`config.mk`:
```
export PLATFORM = sky130hd
export DESIGN_NAME = obstacle_scheduler
export DESIGN_NICKNAME = d
export VERILOG_FILES = /design/src/rtl/obstacle_scheduler.sv
export SDC_FILE = /design/constraint.sdc
export NUM_CORES = 1
export LEC_CHECK = 0
export ABC_AREA = 1
export BUFFER_PORTS_ARGS = -buffer_cell sky130_fd_sc_hd__buf_2
export CORE_UTILIZATION = 30
export CTS_CLUSTER_SIZE = 28
export DETAILED_ROUTE_END_ITERATION = 7
export PLACE_DENSITY_LB_ADDON = 0.08
export SLEW_MARGIN = 0
export SYNTH_ARGS = -nofsm -noshare
export SYNTH_HDL_FRONTEND = slang
export SYNTH_SLANG_ARGS = --single-unit
export TNS_END_PERCENT = 50
```
`constraint.sdc`:
```
create_clock -name CLK -period 3.5 [get_ports CLK]
set_input_delay 0.175 -clock CLK [delete_from_list [all_inputs] [get_ports CLK]]
set_output_delay 0.175 -clock CLK [all_outputs]
set_load 0.1 [all_outputs]
```
`src/rtl/obstacle_scheduler.sv`:
```
// Obstacle slot scheduler for a side-scroller: per-frame scroll/retire of NSLOT
// obstacles, cooldown-gated spawning, speed ramp and a registered pixel overlay.
module obstacle_scheduler #(
  parameter int CIDXW     = 3,
  parameter int CORDW     = 10,
  parameter int NSLOT     = 4,
  parameter int SPAWN_GAP = 48,
  parameter int OBS_W     = 16,
  parameter int OBS_H     = 16
) (
  input  logic             CLK,
  input  logic             RESET,
  input  logic             frame_tick,
  input  logic             game_run,
  input  logic             game_clear,
  input  logic [12:0]      rand_val,
  input  logic [CORDW-1:0] hc,
  input  logic [CORDW-1:0] vc,
  output logic [CIDXW:0]   obstacle_pix,
  output logic [2:0]       speed_level,
  output logic [7:0]       pass_count,
  output logic [NSLOT-1:0] active_mask
);

  localparam int IW = (NSLOT > 1) ? $clog2(NSLOT) : 1;
  localparam int CW = CORDW + 1;
  localparam logic [CIDXW:0] PIX_ON = {1'b1, {CIDXW{1'b0}}};

  typedef enum logic [1:0] {
    S_IDLE   = 2'd0,
    S_WAIT   = 2'd1,
    S_UPDATE = 2'd2,
    S_SPAWN  = 2'd3
  } state_t;

  state_t                      state_r, state_s;
  logic [IW-1:0]               idx_r;
  logic [NSLOT-1:0]            valid_r;
  logic [NSLOT-1:0][CORDW-1:0] x_r;
  logic [NSLOT-1:0][1:0]       lane_r;
  logic [7:0]                  cooldown_r;
  logic [2:0]                  speed_r;
  logic [7:0]                  pass_r;
  logic [CIDXW:0]              pix_r;

  logic             upd_en_s, spawn_en_s, free_found_s, hit_s;
  logic [CORDW-1:0] step_s, retire_lim_s;
  logic [7:0]       thresh_s, cool_inc_s, pass_inc_s;
  logic [IW-1:0]    free_idx_s;
  logic [1:0]       spawn_lane_s;

  function automatic logic [CORDW-1:0] lane_top(input logic [1:0] lane);
    case (lane)
      2'd1:    lane_top = CORDW'(160);
      2'd2:    lane_top = CORDW'(200);
      2'd3:    lane_top = CORDW'(250);
      default: lane_top = '0;
    endcase
  endfunction

  assign step_s       = CORDW'(speed_r) + CORDW'(1'b1);
  assign retire_lim_s = CORDW'(8'd170) + step_s;
  assign thresh_s     = 8'(SPAWN_GAP) - {3'b000, speed_r, 2'b00};
  assign cool_inc_s   = (cooldown_r == 8'hFF) ? 8'hFF : cooldown_r + 8'd1;
  assign pass_inc_s   = pass_r + 8'd1;
  assign free_found_s = ~&valid_r;
  assign spawn_lane_s = 2'(rand_val % 13'd3) + 2'd1;

  // Lowest-index free slot (descending scan so the lowest index wins)
  always_comb begin
    free_idx_s = '0;
    for (int i = NSLOT - 1; i >= 0; i--) begin
      free_idx_s = valid_r[i] ? free_idx_s : IW'(i);
    end
  end

  // Does any valid slot cover the current beam position
  always_comb begin
    hit_s = 1'b0;
    for (int i = 0; i < NSLOT; i++) begin
      hit_s = hit_s | (valid_r[i]
        && ({1'b0, hc} >= {1'b0, x_r[i]})
        && ({1'b0, hc} <= {1'b0, x_r[i]} + CW'(OBS_W - 1))
        && ({1'b0, vc} >= {1'b0, lane_top(lane_r[i])})
        && ({1'b0, vc} <= {1'b0, lane_top(lane_r[i])} + CW'(OBS_H - 1)));
    end
  end

  // FSM state register
  always_ff @(posedge CLK or negedge RESET) begin
    if (!RESET) state_r <= S_IDLE;
    else        state_r <= state_s;
  end

  // FSM next state: clear and pause override everything
  always_comb begin
    state_s = state_r;
    if (game_clear || !game_run) begin
      state_s = S_IDLE;
    end else begin
      case (state_r)
        S_IDLE:   state_s = S_WAIT;
        S_WAIT:   state_s = frame_tick ? S_UPDATE : S_WAIT;
        S_UPDATE: state_s = (idx_r == IW'(NSLOT - 1)) ? S_SPAWN : S_UPDATE;
        S_SPAWN:  state_s = S_WAIT;
        default:  state_s = S_IDLE;
      endcase
    end
  end

  // FSM outputs: datapath enables, frozen while paused or clearing
  always_comb begin
    upd_en_s   = 1'b0;
    spawn_en_s = 1'b0;
    if (game_run && !game_clear) begin
      case (state_r)
        S_UPDATE: upd_en_s   = 1'b1;
        S_SPAWN:  spawn_en_s = 1'b1;
        default: begin
          upd_en_s   = 1'b0;
          spawn_en_s = 1'b0;
        end
      endcase
    end else begin
      upd_en_s   = 1'b0;
      spawn_en_s = 1'b0;
    end
  end

  // Slot table, cooldown, pass counter and speed ramp
  always_ff @(posedge CLK or negedge RESET) begin
    if (!RESET) begin
      valid_r    <= '0;
      x_r        <= '0;
      lane_r     <= '0;
      idx_r      <= '0;
      cooldown_r <= 8'd0;
      speed_r    <= 3'd0;
      pass_r     <= 8'd0;
    end else if (game_clear) begin
      valid_r    <= '0;
      x_r        <= '0;
      lane_r     <= '0;
      idx_r      <= '0;
      cooldown_r <= 8'd0;
      speed_r    <= 3'd0;
      pass_r     <= 8'd0;
    end else begin
      if (upd_en_s) begin
        idx_r <= (idx_r == IW'(NSLOT - 1)) ? '0 : idx_r + IW'(1);
        if (valid_r[idx_r]) begin
          if (x_r[idx_r] < retire_lim_s) begin
            valid_r[idx_r] <= 1'b0;
            pass_r         <= pass_inc_s;
            if ((pass_inc_s[2:0] == 3'd0) && (speed_r != 3'd7)) speed_r <= speed_r + 3'd1;
          end else begin
            x_r[idx_r] <= x_r[idx_r] - step_s;
          end
        end
      end else begin
        idx_r <= '0;
      end
      // A blocked spawn parks the cooldown at threshold so it retries every frame
      if (spawn_en_s) begin
        if ((cool_inc_s >= thresh_s) && free_found_s) begin
          valid_r[free_idx_s] <= 1'b1;
          x_r[free_idx_s]     <= CORDW'(750);
          lane_r[free_idx_s]  <= spawn_lane_s;
          cooldown_r          <= 8'd0;
        end else if ((cool_inc_s >= thresh_s) && (cooldown_r >= thresh_s)) begin
          cooldown_r <= cooldown_r;
        end else begin
          cooldown_r <= cool_inc_s;
        end
      end
    end
  end

  // Registered pixel colour
  always_ff @(posedge CLK or negedge RESET) begin
    if (!RESET) pix_r <= '0;
    else        pix_r <= (game_run && hit_s) ? PIX_ON : '0;
  end

  assign obstacle_pix = pix_r;
  assign speed_level  = speed_r;
  assign pass_count   = pass_r;
  assign active_mask  = valid_r;

endmodule
```
# After elaboration in Yosys (flattened, before gate mapping)
# Index checks and enable logic that the tools add are counted.
[word_totals]
ff_bits = 79
in_bits = 38
out_inout_bits = 19
[classes]
add_sub_neg = 17
div = 1
magnitude_cmp = 23
eq_ne = 19
muxes = 67
n_bitwise = 9
n_reduce_logical = 41
[op_table]
columns = ["cell", "count"]
rows = [
  ["40-bit two-way mux", 7],
  ["8-bit two-way mux", 12],
  ["8-bit one-hot mux with 3 select lines", 4],
  ["10-bit by 4-bit adder with 11-bit output (second input constant)", 8],
  ["10-bit by 11-bit <= comparator with 1-bit output", 8],
  ["10-bit greater-or-equal comparator", 8],
  ["40-bit bitwise mux", 1],
  ["10-bit demux with 2-bit select", 2],
  ["4-bit two-way mux", 8],
  ["10-bit two-way mux", 3],
  ["28-bit bitwise OR", 1],
  ["1-bit logical AND", 23],
  ["2-bit == test (second input constant)", 11],
  ["10-bit binary-select mux with 2-bit select", 1],
  ["2-bit two-way mux", 10],
  ["8-bit by 1-bit adder with 8-bit output (second input constant)", 2],
  ["8-bit greater-or-equal comparator", 2],
  ["3-bit two-way mux", 5],
  ["13-bit by 2-bit modulo with 13-bit output (second input constant)", 1],
  ["12-bit AND", 1],
  ["12-bit NOT", 1],
  ["2-bit nonzero test", 6],
  ["2-bit by 1-bit == test with 1-bit output (second input constant)", 5],
  ["10-bit by 9-bit less-than comparator with 1-bit output", 1],
  ["28 further kinds", 46],
]

# Longest topological paths before layout
[logic_depth]
depth_word = 14
ltp_mapped = 39
mapped_depth_nobuf = 39

# Worst setup path before layout
# OpenSTA, ideal clock, no wires.
[synth_timing]
path_type = "register to register"
from = "reg speed_r[0], in the netlist speed_level[0]"
to = "reg pass_r[7], in the netlist pass_count[7]"
arrival_ns = 3.830
required_time_ns = 3.374
slack_ns = -0.456
path_stages_with_launch = 19
path_buffers = 0
cell_sequence = "dfrtp_1 > inv_1 > ha_1 > ha_1 > inv_1 > ha_1 > a21oi_1 > nor2_1 > o21ai_0 > nand3b_1 > nand3_1 > nand2_1 > nor2_1 > inv_1 > nor4_1 > and3_1 > nand2_1 > o21ai_0 > a21oi_1"
[synth_via]
elab_chain_cells = 5
[synth_lines]
columns = ["item", "line", "rtl"]
rows = [
  ["from (decl)", "42", "logic [2:0] speed_r;"],
  ["from (signal assigned)", "155", "if ((pass_inc_s[2:0] == 3'd0) && (speed_r != 3'd7)) speed_r <= speed_r + 3'd1;"],
  ["3-bit by 1-bit adder with 4-bit output", "61", "assign step_s = CORDW'(speed_r) + CORDW'(1'b1);"],
  ["8-bit by 4-bit adder with 9-bit output", "62", "assign retire_lim_s = CORDW'(8'd170) + step_s;"],
  ["10-bit by 9-bit less-than comparator with 1-bit output", "152", "if (x_r[idx_r] < retire_lim_s) begin"],
  ["2-bit nonzero test (no line)", "-", ""],
  ["3-bit AND reduction (no line)", "-", ""],
  ["to (signal assigned)", "154", "pass_r <= pass_inc_s;"],
  ["to (decl)", "43", "logic [7:0] pass_r;"],
]
# Every way passes these cells.
# A chain may end at the register's enable or synchronous reset.

# Final worst setup path
# Same ends and word-level chain as after synthesis.

==> results.ini <==
[run_status]
status=complete, no violations

[placement]
dp_hpwl_mm=23.2
pre_cts_ws_ns=0.0261
gp_congestion=0.817
dp.cells=1672
io_buffers=53

[clock_network]
cts.path.max_buffers=2
numCtsBuffers=9
cts-root-buf=clkbuf_16
clk_latency_ns=0.35
clkTransAtPathRegs_ns=0.07
cts_tree=yes
cts.sinks=76
htree_levels=3

[global_route]
grt-ovfl-total=0
track_usage_pct=19.0
met2_usage_pct=32.1
grt_pass1_vias=8297
grt_max_degree=58
grt.busiest_layer=met2
antenna_found_initial=0
grt_pass1_wl_mm=45.2
use_met1_pct=25.9
use_met3_pct=2.96

[timing]
finalSetupTns_ns=0
finalHoldViolCount=0
finalSetupViolCount=0
fin_crit_ns=3.29
setup_slack_ns=0.208
rsz0062_at_grt=yes
hold_slack_ns=0.134
worst_slew_pin_slew_ns=0.821
fmax_mhz=304
period_share_pct=94.1
final_max_slew_viol_count=0
relSlewSlack_pct=45.3
final.setup_skew_ns=0.0123

[yosys]
synthArstFlopShare_pct=100
synth-edff-count=0
syn-mean-instance-area_um2=7.49
yosys.area.top_type=ha_1
yosysWarnings=0
ys.flop_type=dfrtp_1
yosys-top-cells-area=ha_1 27%, dfrtp_1 21%, inv_1 8.0%
yosysTopAreaCellShare_pct=27.2
synth.distinct_cells=53
yosysSeqAreaShare_pct=20.8
synthCells=1222
ys_seq_elements=76
netlist_area_um2=9150

[cells_and_area]
final_util_pct=35.0
drive_gt1_share_pct=11.2
finalNonFillerCells=1693
syn2layout_area_growth_pct=13.9
n_antenna_cell=0
nFillCells=3213
finalNetCount=1537

[power]
power_switching_uw=771
pwr-share-seq_pct=37.5
p_sw_share_pct=32.8
pwr_density_cell_nw_per_um2=225
power.leakage_uw=0.00517
p_clk_share_pct=38.8
ir_worst_vdd_v=0.000221
intPower_uw=1580
comb_power_share_pct=23.7

[setup_path]
path_max_fanout=7
r2r-end=pass_count[7]$_DFFE_PN0P_
reg2regPathDepth=18
crit_arrival_ns=3.53
crit_path_frequent_cell=ha_1
cp-end-kind=flop
worstPathRequired_ns=3.74
cp-start-kind=flop
cp_slowest_cell=dfrtp_4
path_cells=ha_1, ha_1, ha_1, inv_1, ha_1, a21oi_1, nor2_1, o21ai_0, nand3b_1, nand3_1, nand2_1, nor2_1, inv_1, nor4_4, and3_1, nand2_1, o21ai_0, a21oi_1
crit_start=speed_level[0]$_DFFE_PN0P_
r2r-start=speed_level[0]$_DFFE_PN0P_
reg2reg_slack_ns=0.21
max_stage_delay_ns=0.52
path_class=reg -> reg

[floorplanning]
die_y_um=177
rows=63
core-area_um2=29800
fp.dieArea_um2=31200
initial_core_util_pct=30.7
die_w_um=177
io_pins=57

[run]
drv_cap=0

[hold_path]
whs_path_depth=3
holdPathEnd=obstacle_pix[3]$_DFF_PN0_
hold_path.class=in -> reg
worst_hold_startpoint=game_run

[route]
via_per_inst=4.85
final_antenna_net_count=0
post-route-drc-count=0
routed_wl_mm=28.1
drtPass1Iterations=5
num_vias=8207
wl_per_cell_um=16.6
drt_iter0_drc=337

==> critical path: cells and delay by family (launching register included) <==
kind	cells	cell delay, ns
adders and majority gates	4	1.02
buffers and inverters	2	0.15
DFF	1	0.52
and+or+nand+nor	8	0.97
AOI/OAI and AO/OA	4	0.53
==> worst max-delay path by stage <==
stage / endpoint / slack (ns)
finish: pass_count[7]$_DFFE_PN0P_ / 0.21
CTS: pass_count[7]$_DFFE_PN0P_ / 0.02
global placement: lane_r[7]$_DFFE_PN0P_ / 0.07
global route: pass_count[7]$_DFFE_PN0P_ / -0.04
floorplan: pass_count[7]$_DFFE_PN0P_ / 0.0009
detailed placement: lane_r[1]$_DFFE_PN0P_ / 0.03
==> power groups by stage <==
| stage | logic, uW | clock network, uW | registers [uW] |
|---|---|---|---|
| after global routing | 643 | 973 | 880 |
| after global placement | 559 | 0 | 897 |
| after floorplan | 386 | 0 | 897 |
| after detailed placement | 561 | 0 | 897 |
| after CTS | 565 | 945 | 880 |
| final | 555 | 911 | 881 |
==> repair_timing <==
action | CTS | global route
setup endpoints to repair | 0 | 31
gates resized for setup | 0 | 12
hold buffers | 1 | 0
buffers inserted | 0 | 4
endpoints found under the hold margin | 56 | 0
==> flip-flops by register name (all words and copies together) (netlist names) <==
register / cells
lane_r: 8
obstacle_pix: 1
idx_r: 2
cooldown_r: 8
state_r: 2
active_mask: 4
x_r: 40
pass_count: 8
speed_level: 3
==> placed cells by master, fill, tap and decap left out, drive strengths merged, types with 3 or more instances in the layout <==
cell	instances
ha	199
inv	197
nand2	196
a21oi	101
nor2	89
buf	84
dfrtp	76
o21ai	74
nand3	67
xor2	31
nor3	21
a211oi	20
o21a	16
nand4	15
o211ai	14
clkbuf	13
o21bai	12
o22ai	9
xnor2	9
a21boi	6
a21o	5
nor4	5
clkinvlp	4
o31ai	3
nand3b	3
a22oi	3
o221ai	3
nor3b	3
conb	3
==> synthesized netlist by cell type (all sizes together) (2+ instances only) <==
| master | instances |
|---|---|
| a211oi | 20 |
| a2111oi | 2 |
| ha | 199 |
| nand4 | 15 |
| a22oi | 3 |
| o21bai | 12 |
| nor3b | 3 |
| nor3 | 21 |
| clkbuf | 17 |
| o31ai | 3 |
| a32oi | 2 |
| buf | 5 |
| nand3 | 67 |
| a21boi | 6 |
| o211ai | 14 |
| a21o | 5 |
| a21oi | 101 |
| a221oi | 2 |
| dfrtp | 76 |
| xor2 | 31 |
| o21a | 16 |
| o221ai | 3 |
| nand3b | 3 |
| o2111ai | 2 |
| nor2 | 89 |
| o22ai | 9 |
| nand2 | 196 |
| a31oi | 2 |
| nor4 | 5 |
| xnor2 | 9 |
| o21ai | 74 |
| fa | 2 |
| inv | 199 |
==> through the flow <==
stage / instance area, um^2 / power [uW]
finish: 10400 / 2350
global route: 10400 / 2500
global placement: 10000 / 1460
detailed placement: 10000 / 1460
floorplan: 9170 / 1280
CTS: 10300 / 2390
==> logic make-up (layout without fill, tap and decap cells) <==
family | count (synthesis) | count (layout) | synth area share (%)
AO/OA/AOI/OAI | 280 | 280 | 18.8
adder cells (fa/ha/maj) | 201 | 201 | 27.7
AND/OR/NAND/NOR | 403 | 403 | 19.7
flip-flops | 76 | 76 | 20.8
XOR/XNOR | 40 | 40 | 3.83
buffers and inverters | 221 | 300 | 9.22
other | 1 | 3 | 0.0410
==> final cells by class <==
cell class / count / area [um^2] / area share, %
repair buffers: 85 / 536 / 5.14
clock inverters: 3 / 23.8 / 0.228
multi-input cells: 927 / 6460 / 62.0
flip-flops and latches: 76 / 1910 / 18.3
clock buffers: 13 / 250 / 2.40
well taps: 390 / 488 / 4.68
inverters: 199 / 754 / 7.24
==> routing by layer <==
metal / wire [um] / share of wire (%)
met5: 0 / 0
met4: 212 / 0.75
met3: 681 / 2.4
met2: 13000 / 46
met1: 14200 / 51
Power figures use the tool's default switching activity.
